==> src/rtl/wb_cp0_stage_if.sv <==
// rtl/wb_cp0_stage_if.sv - MEM-to-WB retire bundle for wb_cp0_stage
// Ports (master = MEM side, slave = WB side):
//   ms_to_ws_valid / ws_allowin : retire handshake
//   ms_pc, ms_result, ms_dest, ms_gr_strb : instruction payload and GPR write info
//   ms_ex, ms_excode, ms_badvaddr, ms_bd : upstream exception info
//   ms_inst_eret/mfc0/mtc0, ms_cp0_addr : CP0 instruction class and {rd,sel}
interface wb_cp0_stage_if;
  logic        ms_to_ws_valid;
  logic        ws_allowin;
  logic [31:0] ms_pc;
  logic [31:0] ms_result;
  logic [4:0]  ms_dest;
  logic [3:0]  ms_gr_strb;
  logic        ms_ex;
  logic [4:0]  ms_excode;
  logic [31:0] ms_badvaddr;
  logic        ms_bd;
  logic        ms_inst_eret;
  logic        ms_inst_mfc0;
  logic        ms_inst_mtc0;
  logic [7:0]  ms_cp0_addr;

  modport master (
    output ms_to_ws_valid, ms_pc, ms_result, ms_dest, ms_gr_strb,
           ms_ex, ms_excode, ms_badvaddr, ms_bd,
           ms_inst_eret, ms_inst_mfc0, ms_inst_mtc0, ms_cp0_addr,
    input  ws_allowin
  );

  modport slave (
    input  ms_to_ws_valid, ms_pc, ms_result, ms_dest, ms_gr_strb,
           ms_ex, ms_excode, ms_badvaddr, ms_bd,
           ms_inst_eret, ms_inst_mfc0, ms_inst_mtc0, ms_cp0_addr,
    output ws_allowin
  );
endinterface

==> src/rtl/wb_cp0_stage.sv <==
// rtl/wb_cp0_stage.sv - MIPS writeback stage with embedded CP0, timer and interrupts
// Ports:
//   clk, reset      : clock, asynchronous active-high reset
//   ms              : MEM-to-WB retire bundle (slave side)
//   ext_int         : level-sensitive external interrupt lines
//   rf_we/waddr/wdata : GPR write port
//   ws_dest_o, ws_inst_mfc0_o : hazard information for earlier stages
//   ws_flush, ws_flush_pc : registered one-cycle flush pulse and its target
//   debug_wb_*      : retire trace
module wb_cp0_stage #(
  parameter int          EXT_INT_W = 6,
  parameter int          COUNT_DIV = 2,
  parameter logic [31:0] EX_ENTRY  = 32'hBFC00380
) (
  input  logic                 clk,
  input  logic                 reset,
  wb_cp0_stage_if.slave        ms,
  input  logic [EXT_INT_W-1:0] ext_int,
  output logic [3:0]           rf_we,
  output logic [4:0]           rf_waddr,
  output logic [31:0]          rf_wdata,
  output logic [4:0]           ws_dest_o,
  output logic                 ws_inst_mfc0_o,
  output logic                 ws_flush,
  output logic [31:0]          ws_flush_pc,
  output logic [31:0]          debug_wb_pc,
  output logic [3:0]           debug_wb_rf_wen,
  output logic [4:0]           debug_wb_rf_wnum,
  output logic [31:0]          debug_wb_rf_wdata
);

  localparam int PW = (COUNT_DIV > 1) ? $clog2(COUNT_DIV) : 1;
  localparam logic [PW-1:0] PRESC_MAX = PW'(COUNT_DIV - 1);

  localparam logic [7:0] A_BADVADDR = 8'h40;
  localparam logic [7:0] A_COUNT    = 8'h48;
  localparam logic [7:0] A_COMPARE  = 8'h58;
  localparam logic [7:0] A_STATUS   = 8'h60;
  localparam logic [7:0] A_CAUSE    = 8'h68;
  localparam logic [7:0] A_EPC      = 8'h70;

  typedef struct packed {
    logic [31:0] pc;
    logic [31:0] result;
    logic [4:0]  dest;
    logic [3:0]  strb;
    logic        ex;
    logic [4:0]  excode;
    logic [31:0] badvaddr;
    logic        bd;
    logic        eret;
    logic        mfc0;
    logic        mtc0;
    logic [7:0]  cp0_addr;
  } payload_t;

  logic        ws_valid_q, ws_valid_d;
  payload_t    pl_q, pl_d;
  logic [5:0]  ext_q, ext_d;
  logic [31:0] count_q, count_d;
  logic [PW-1:0] presc_q, presc_d;
  logic [31:0] compare_q, compare_d;
  logic [7:0]  im_q, im_d;
  logic        exl_q, exl_d;
  logic        ie_q, ie_d;
  logic        bd_q, bd_d;
  logic        ti_q, ti_d;
  logic [1:0]  ip_sw_q, ip_sw_d;
  logic [4:0]  exccode_q, exccode_d;
  logic [31:0] epc_q, epc_d;
  logic [31:0] badvaddr_q, badvaddr_d;
  logic        flush_q, flush_d;
  logic [31:0] flush_pc_q, flush_pc_d;

  logic [5:0]  ip_hw;
  logic [31:0] status_rd, cause_rd, cp0_rdata;
  logic        int_req, take_ex, eret_fire, mtc0_fire;
  logic [4:0]  ex_code;

  // Top hardware IP bit is shared between ext_int[5] and the timer; with
  // fewer lines ext_q[5] is constant zero so IP[15] reduces to TI.
  assign ip_hw     = {ext_q[5] | ti_q, ext_q[4:0]};
  assign status_rd = {9'd0, 1'b1, 6'd0, im_q, 6'd0, exl_q, ie_q};
  assign cause_rd  = {bd_q, ti_q, 14'd0, ip_hw, ip_sw_q, 1'b0, exccode_q, 2'b00};

  assign int_req   = ie_q & ~exl_q & (|({ip_hw, ip_sw_q} & im_q));
  assign take_ex   = ws_valid_q & (pl_q.ex | int_req);
  assign ex_code   = pl_q.ex ? pl_q.excode : 5'd0;
  assign eret_fire = ws_valid_q & pl_q.eret & ~take_ex;
  assign mtc0_fire = ws_valid_q & pl_q.mtc0 & ~take_ex;

  always_comb begin
    cp0_rdata = 32'd0;
    case (pl_q.cp0_addr)
      A_BADVADDR: cp0_rdata = badvaddr_q;
      A_COUNT:    cp0_rdata = count_q;
      A_COMPARE:  cp0_rdata = compare_q;
      A_STATUS:   cp0_rdata = status_rd;
      A_CAUSE:    cp0_rdata = cause_rd;
      A_EPC:      cp0_rdata = epc_q;
      default:    cp0_rdata = 32'd0;
    endcase
  end

  always_comb begin
    ws_valid_d = ms.ms_to_ws_valid;
    pl_d       = pl_q;
    if (ms.ms_to_ws_valid) begin
      pl_d.pc       = ms.ms_pc;
      pl_d.result   = ms.ms_result;
      pl_d.dest     = ms.ms_dest;
      pl_d.strb     = ms.ms_gr_strb;
      pl_d.ex       = ms.ms_ex;
      pl_d.excode   = ms.ms_excode;
      pl_d.badvaddr = ms.ms_badvaddr;
      pl_d.bd       = ms.ms_bd;
      pl_d.eret     = ms.ms_inst_eret;
      pl_d.mfc0     = ms.ms_inst_mfc0;
      pl_d.mtc0     = ms.ms_inst_mtc0;
      pl_d.cp0_addr = ms.ms_cp0_addr;
    end

    ext_d = 6'd0;
    for (int i = 0; i < EXT_INT_W; i++) ext_d[i] = ext_int[i];

    // Free-running timer; an mtc0 to Count restarts the prescaler phase.
    presc_d = (presc_q == PRESC_MAX) ? '0 : presc_q + 1'b1;
    count_d = (presc_q == PRESC_MAX) ? count_q + 32'd1 : count_q;
    compare_d  = compare_q;
    im_d       = im_q;
    exl_d      = exl_q;
    ie_d       = ie_q;
    bd_d       = bd_q;
    ip_sw_d    = ip_sw_q;
    exccode_d  = exccode_q;
    epc_d      = epc_q;
    badvaddr_d = badvaddr_q;
    ti_d       = ti_q | (count_q == compare_q);

    if (take_ex) begin
      exl_d     = 1'b1;
      exccode_d = ex_code;
      if (!exl_q) begin
        epc_d = pl_q.bd ? pl_q.pc - 32'd4 : pl_q.pc;
        bd_d  = pl_q.bd;
      end
      if (ex_code == 5'd4 || ex_code == 5'd5) badvaddr_d = pl_q.badvaddr;
    end else if (eret_fire) begin
      exl_d = 1'b0;
    end else if (mtc0_fire) begin
      case (pl_q.cp0_addr)
        A_COUNT: begin
          count_d = pl_q.result;
          presc_d = '0;
        end
        A_COMPARE: begin
          compare_d = pl_q.result;
          ti_d      = 1'b0;  // clear wins over a same-cycle match
        end
        A_STATUS: begin
          im_d  = pl_q.result[15:8];
          exl_d = pl_q.result[1];
          ie_d  = pl_q.result[0];
        end
        A_CAUSE: ip_sw_d = pl_q.result[9:8];
        A_EPC:   epc_d   = pl_q.result;
        default: ;
      endcase
    end

    flush_d    = take_ex | eret_fire;
    flush_pc_d = take_ex ? EX_ENTRY : (eret_fire ? epc_q : flush_pc_q);
  end

  always_ff @(posedge clk or posedge reset) begin
    if (reset) begin
      ws_valid_q <= 1'b0;
      pl_q       <= '0;
      ext_q      <= 6'd0;
      count_q    <= 32'd0;
      presc_q    <= '0;
      compare_q  <= 32'd0;
      im_q       <= 8'd0;
      exl_q      <= 1'b0;
      ie_q       <= 1'b0;
      bd_q       <= 1'b0;
      ti_q       <= 1'b0;
      ip_sw_q    <= 2'd0;
      exccode_q  <= 5'd0;
      epc_q      <= 32'd0;
      badvaddr_q <= 32'd0;
      flush_q    <= 1'b0;
      flush_pc_q <= 32'd0;
    end else begin
      ws_valid_q <= ws_valid_d;
      pl_q       <= pl_d;
      ext_q      <= ext_d;
      count_q    <= count_d;
      presc_q    <= presc_d;
      compare_q  <= compare_d;
      im_q       <= im_d;
      exl_q      <= exl_d;
      ie_q       <= ie_d;
      bd_q       <= bd_d;
      ti_q       <= ti_d;
      ip_sw_q    <= ip_sw_d;
      exccode_q  <= exccode_d;
      epc_q      <= epc_d;
      badvaddr_q <= badvaddr_d;
      flush_q    <= flush_d;
      flush_pc_q <= flush_pc_d;
    end
  end

  assign ms.ws_allowin      = 1'b1;
  assign rf_we              = {4{ws_valid_q & ~take_ex}} & pl_q.strb;
  assign rf_waddr           = pl_q.dest;
  assign rf_wdata           = pl_q.mfc0 ? cp0_rdata : pl_q.result;
  assign ws_dest_o          = ws_valid_q ? pl_q.dest : 5'd0;
  assign ws_inst_mfc0_o     = ws_valid_q & pl_q.mfc0;
  assign ws_flush           = flush_q;
  assign ws_flush_pc        = flush_pc_q;
  assign debug_wb_pc        = pl_q.pc;
  assign debug_wb_rf_wen    = rf_we;
  assign debug_wb_rf_wnum   = pl_q.dest;
  assign debug_wb_rf_wdata  = rf_wdata;

endmodule

==> src/flat_wrapper.sv <==
// flat-port wrapper written by rule: the top's interface ports become plain ports
module wb_cp0_stage_flat 
#(
  parameter int          EXT_INT_W = 6,
  parameter int          COUNT_DIV = 2,
  parameter logic [31:0] EX_ENTRY  = 32'hBFC00380
)
  (clk, reset, ext_int, rf_we, rf_waddr, rf_wdata, ws_dest_o, ws_inst_mfc0_o, ws_flush, ws_flush_pc, debug_wb_pc, debug_wb_rf_wen, debug_wb_rf_wnum, debug_wb_rf_wdata, ms_ms_to_ws_valid, ms_ms_pc, ms_ms_result, ms_ms_dest, ms_ms_gr_strb, ms_ms_ex, ms_ms_excode, ms_ms_badvaddr, ms_ms_bd, ms_ms_inst_eret, ms_ms_inst_mfc0, ms_ms_inst_mtc0, ms_ms_cp0_addr, ms_ws_allowin);
  wb_cp0_stage_if ms_i ();
  input  logic clk;
  input  logic reset;
  input  logic [EXT_INT_W-1:0] ext_int;
  output logic [3:0] rf_we;
  output logic [4:0] rf_waddr;
  output logic [31:0] rf_wdata;
  output logic [4:0] ws_dest_o;
  output logic ws_inst_mfc0_o;
  output logic ws_flush;
  output logic [31:0] ws_flush_pc;
  output logic [31:0] debug_wb_pc;
  output logic [3:0] debug_wb_rf_wen;
  output logic [4:0] debug_wb_rf_wnum;
  output logic [31:0] debug_wb_rf_wdata;
  input wire logic [$bits(ms_i.ms_to_ws_valid)-1:0] ms_ms_to_ws_valid;
  input wire logic [$bits(ms_i.ms_pc)-1:0] ms_ms_pc;
  input wire logic [$bits(ms_i.ms_result)-1:0] ms_ms_result;
  input wire logic [$bits(ms_i.ms_dest)-1:0] ms_ms_dest;
  input wire logic [$bits(ms_i.ms_gr_strb)-1:0] ms_ms_gr_strb;
  input wire logic [$bits(ms_i.ms_ex)-1:0] ms_ms_ex;
  input wire logic [$bits(ms_i.ms_excode)-1:0] ms_ms_excode;
  input wire logic [$bits(ms_i.ms_badvaddr)-1:0] ms_ms_badvaddr;
  input wire logic [$bits(ms_i.ms_bd)-1:0] ms_ms_bd;
  input wire logic [$bits(ms_i.ms_inst_eret)-1:0] ms_ms_inst_eret;
  input wire logic [$bits(ms_i.ms_inst_mfc0)-1:0] ms_ms_inst_mfc0;
  input wire logic [$bits(ms_i.ms_inst_mtc0)-1:0] ms_ms_inst_mtc0;
  input wire logic [$bits(ms_i.ms_cp0_addr)-1:0] ms_ms_cp0_addr;
  output wire logic [$bits(ms_i.ws_allowin)-1:0] ms_ws_allowin;
  assign ms_i.ms_to_ws_valid = ms_ms_to_ws_valid;
  assign ms_i.ms_pc = ms_ms_pc;
  assign ms_i.ms_result = ms_ms_result;
  assign ms_i.ms_dest = ms_ms_dest;
  assign ms_i.ms_gr_strb = ms_ms_gr_strb;
  assign ms_i.ms_ex = ms_ms_ex;
  assign ms_i.ms_excode = ms_ms_excode;
  assign ms_i.ms_badvaddr = ms_ms_badvaddr;
  assign ms_i.ms_bd = ms_ms_bd;
  assign ms_i.ms_inst_eret = ms_ms_inst_eret;
  assign ms_i.ms_inst_mfc0 = ms_ms_inst_mfc0;
  assign ms_i.ms_inst_mtc0 = ms_ms_inst_mtc0;
  assign ms_i.ms_cp0_addr = ms_ms_cp0_addr;
  assign ms_ws_allowin = ms_i.ws_allowin;
  wb_cp0_stage #(.EXT_INT_W(EXT_INT_W), .COUNT_DIV(COUNT_DIV), .EX_ENTRY(EX_ENTRY)) u_core (.clk(clk), .reset(reset), .ms(ms_i), .ext_int(ext_int), .rf_we(rf_we), .rf_waddr(rf_waddr), .rf_wdata(rf_wdata), .ws_dest_o(ws_dest_o), .ws_inst_mfc0_o(ws_inst_mfc0_o), .ws_flush(ws_flush), .ws_flush_pc(ws_flush_pc), .debug_wb_pc(debug_wb_pc), .debug_wb_rf_wen(debug_wb_rf_wen), .debug_wb_rf_wnum(debug_wb_rf_wnum), .debug_wb_rf_wdata(debug_wb_rf_wdata));
endmodule
==> config.mk <==
export PLATFORM = sky130hd
export DESIGN_NAME = wb_cp0_stage_flat
export DESIGN_NICKNAME = d
export VERILOG_FILES = /design/src/rtl/wb_cp0_stage_if.sv /design/src/rtl/wb_cp0_stage.sv /design/src/flat_wrapper.sv
export SDC_FILE = /design/constraint.sdc
export NUM_CORES = 1
export LEC_CHECK = 0
export CORE_MARGIN = 3
export CORE_UTILIZATION = 35
export DETAILED_ROUTE_END_ITERATION = 10
export GPL_TIMING_DRIVEN = 0
export PLACE_DENSITY_LB_ADDON = 0.12
export SLEW_MARGIN = 40
export SYNTH_ARGS = -nofsm -noshare
export SYNTH_HDL_FRONTEND = slang
export SYNTH_SLANG_ARGS = --single-unit
export TNS_END_PERCENT = 20
==> constraint.sdc <==
create_clock -name clk -period 10.79 [get_ports clk]
set_input_delay 1.079 -clock clk [delete_from_list [all_inputs] [get_ports clk]]
set_output_delay 1.079 -clock clk [all_outputs]
set_load 0.01 [all_outputs]
==> summary.txt <==
Power and ir drop
  • Pleak: 8.74 nW
  • Total power: 0.00348 W
  • IR Drop Worst-Case VDD: 0.0000932 V
  • Power Density: 172 mW/mm2

GRT
  • Largest net degree at the start of global routing: 64
  • Vias in the first global route: 12600
  • All-Layer GR Usage: 24.1%
  • Initial antenna violation count: 1
  • Grt ovf: 0
  • First-pass GRT wire length: 83.4 mm

Setup path
  • Slowest cell on the critical path: nor3_2
  • Critical path class: register to output port
  • Startpoint types: register
  • CP max stage delay: 700 ps
  • Worst R2R Start: u_core.pl_q[0]
  • Worst R2R Path Depth: 9
  • CP Data Required Time: 9710 ps
  • R2r setup slk: 7780 ps
  • Crit Reg-Reg Endpoint: u_core.compare_q[1]
  • Delay-heaviest family, CP: simple AND/OR/NAND/NOR gates
  • Critical path fanouts, max: 10
  • CP Cell Sequence: nor3_1 > nand3b_1 > nor3_2 > clkbuf_1 > a22oi_1 > a31oi_1 > buf_4 > clkdlybuf4s50_1
  • CP arrival: 4650 ps
  • Worst Path Buf+Inv: 3
  • CP Capture Type: output port

Yosys
  • Post-synth EDFFs: 0
  • Share of the synthesized area in the top cell type: 50.8%
  • Cells after Synth: 1425
  • Mean cell area of the mapped netlist: 10.8 um2
  • Ys flop type: dfrtp_1
  • Post-synthesis cell type count: 67
  • Synth warnings: 0
  • Syn Nets: 1559
  • Mapped Area: 0.0153 mm2
  • Yosys reg bits: 311
  • Ys async rst share: 100%
  • Post-synth top area cell: dfrtp_1
  • Area contributors post-synth: dfrtp_1 51%, mux2_2 8.9%, buf_4 3.9%
  • Sequential-to-total area share from yosys stat: 50.8%

Clock network
  • Worst-Skew Late Latency: 560 ps
  • Number of setup buffers added after CTS: 0
  • Hold-fix buffers, CTS: 0
  • PostCTS Resize Cnt: 0
  • Total clock sinks: 311
  • TritonCTS clock tree: built
  • Longest Clk Path Bufs: 3
  • Root buffer cell: clkbuf_16
  • Clk slew on worst S/H paths: 60 ps
  • CTS buffer count: 38
  • H-tree levels: 2

Hold path
  • Min-Delay Path Depth: 1
  • Worst hold path type: register to register
  • WHS Endpoint: u_core.exccode_q[3]
  • Hold wc startpoint: u_core.exccode_q[3]

Place
  • Pre-CTS setup slack: 5810 ps
  • Post-DP HPWL: 43.8 mm
  • # port buffers: 284
  • Routability cong.: 0.934

STA
  • Fin crit period: 5730 ps
  • Slew Limit Fails: 0
  • RSZ-0062 raised after global routing: no
  • Tightest Pin Transition: 822 ps
  • Period utilization: 53.1%
  • Setup-failing EPs final: 0
  • Fin Clk Skew: 26.9 ps
  • Post-route setup slack: 5060 ps
  • Rel. slew slack: 45.2%
  • Final hold viol count: 0
  • Fmax: 175 MHz

Floorplan
  • Initial core utilization: 35.5%
  • Die Height: 215 um
  • Row count: 76
  • Die width: 215 um
  • Core area: 0.0432 mm2
  • # IOs: 286
  • Die ar.: 0.0463 mm2

Route
  • Pre-antenna DRT Iters: 8
  • DR WL/cell: 23.8 um
  • # DRC: 0
  • DRT iter0 DRCs: 1036
  • Via density: 5.25
  • Final WL: 56.5 mm
  • Via count: 12400
  • Antenna viol nets, final: 0

Cells and area
  • Fillers: 4152
  • Area delta synth->final: 32.5%
  • Diode count: 0
  • Nets: 1888
  • Share of layout cells above drive strength 1: 18.7%

Status
  • Status: finished, final reports clean

Job
  • Maximum capacitance violations: 0
## through the flow
stage | std cells | instance area, um2 | hold WS (ps) | utilization [%] | setup TNS (ps)
3_5_place_dp | 2299 | 19100 | 483 | 44.1 | 0
3_3_place_gp | 2294 | 18900 | 482 | 43.8 | -1040000
6_report | 2368 | 20300 | 492 | 47.0 | 0
2_1_floorplan | 1425 | 15300 | 460 | - | 0
5_1_grt | 2368 | 20300 | 511 | 47.0 | 0
4_1_cts | 2368 | 20300 | 498 | 47.0 | 0
## worst register-to-register path, stage by stage, from the launching register on
cell      delay [ps]
dfrtp_1          380
nor3_1           510
nor2b_1          400
and3_1           210
clkbuf_1         320
nand3_1          250
buf_2            260
clkbuf_1         310
nand2_1          150
o21ai_0           90
## final cells by class
class | instances | area (um2) | share of cell area, %
clock buffers | 58 | 1070 | 5.25
repair buffers | 289 | 2980 | 14.7
clock inverters | 11 | 178 | 0.875
inverters | 35 | 139 | 0.684
flip-flops and latches | 311 | 7780 | 38.3
well taps | 585 | 732 | 3.61
plain buffers | 169 | 996 | 4.91
multi-input cells | 910 | 6420 | 31.6
## layout by cell type, fill, tap and decap left out, types with 25 or more instances in the layout
cell             instances
a21oi_1                 41
buf_2                   26
buf_4                   79
clkbuf_1                69
clkbuf_16               38
clkdlybuf4s50_1        284
dfrtp_1                311
inv_1                   34
mux2_2                 121
nand2_1                157
nor2_1                  80
o21ai_0                108
o22ai_1                 25
xnor2_1                 54
xor2_1                  35
## Yosys cell counts (all sizes together) (2+ instances only)
master	n
a211oi	2
a21boi	14
a21o	2
a21oi	42
a221oi	17
a222oi	16
a22o	20
a22oi	11
a31oi	7
a32o	5
and2	10
and3	22
and4	4
buf	114
clkbuf	55
dfrtp	311
ha	2
inv	35
mux2	147
mux2i	13
nand2	158
nand3	14
nand3b	3
nand4	19
nor2	80
nor2b	4
nor3	13
nor4	15
nor4b	4
o21ai	113
o22a	12
o22ai	25
o2bb2ai	3
o31ai	3
or2	2
or3	5
xnor2	54
xor2	35
## state kept, by name, indices dropped and copies added, names as in the netlist, 2 cells and up
register	cells
u_core.pl_q	86
u_core.badvaddr_q	32
u_core.compare_q	32
u_core.count_q	32
u_core.debug_wb_pc	32
u_core.epc_q	32
u_core.ws_flush_pc	32
u_core.im_q	8
u_core.ext_q	6
u_core.debug_wb_rf_wnum	5
u_core.exccode_q	5
u_core.ip_sw_q	2
## worst max-delay path by stage
| stage | start | end | slack, ps | cells past startpoint |
|---|---|---|---|---|
| floorplan | reset | u_core.badvaddr_q[0] | 1110 | 1 |
| CTS | u_core.pl_q[0] | rf_wdata[15] | 5200 | 8 |
| finish | u_core.pl_q[0] | rf_wdata[15] | 5060 | 8 |
| detailed placement | u_core.pl_q[0] | rf_wdata[15] | 5810 | 8 |
| global placement | reset | u_core.debug_wb_pc[20] | -3390 | 2 |
| global route | u_core.pl_q[0] | rf_wdata[15] | 5120 | 8 |
## cells by family (layout without fill, tap and decap cells)
kind of cell / count (synthesis) / after routing / synth area share (%)
compound gates: 301 / 301 / 13.1
xor+xnor: 89 / 89 / 5.09
fa+ha+maj: 2 / 2 / 0.163
buf+inv: 204 / 562 / 7.34
flops: 311 / 311 / 50.8
mux: 160 / 160 / 12.2
other cells: 1 / 1 / 0.0245
simple gates: 357 / 357 / 11.3
## layer usage
metal / track usage [%] / share of wire (%) / vias up
met5: 0 / 0 / -
li1: - / - / 5628
met3: 5.46 / 7.8 / 77
met1: 33.7 / 43 / 6227
met4: 6.65 / 2.8 / 0
met2: 37.8 / 46 / 499
## where the power goes
part,switching [W],internal (W),leakage (nW),total (W)
logic,0.000314,0.000363,4.22,0.000677
clock network,0.000521,0.000781,0.604,0.00130
registers,0.000182,0.00132,3.91,0.00150
total,0.00102,0.00246,8.74,0.00348
(Power assumes the default switching activity.)
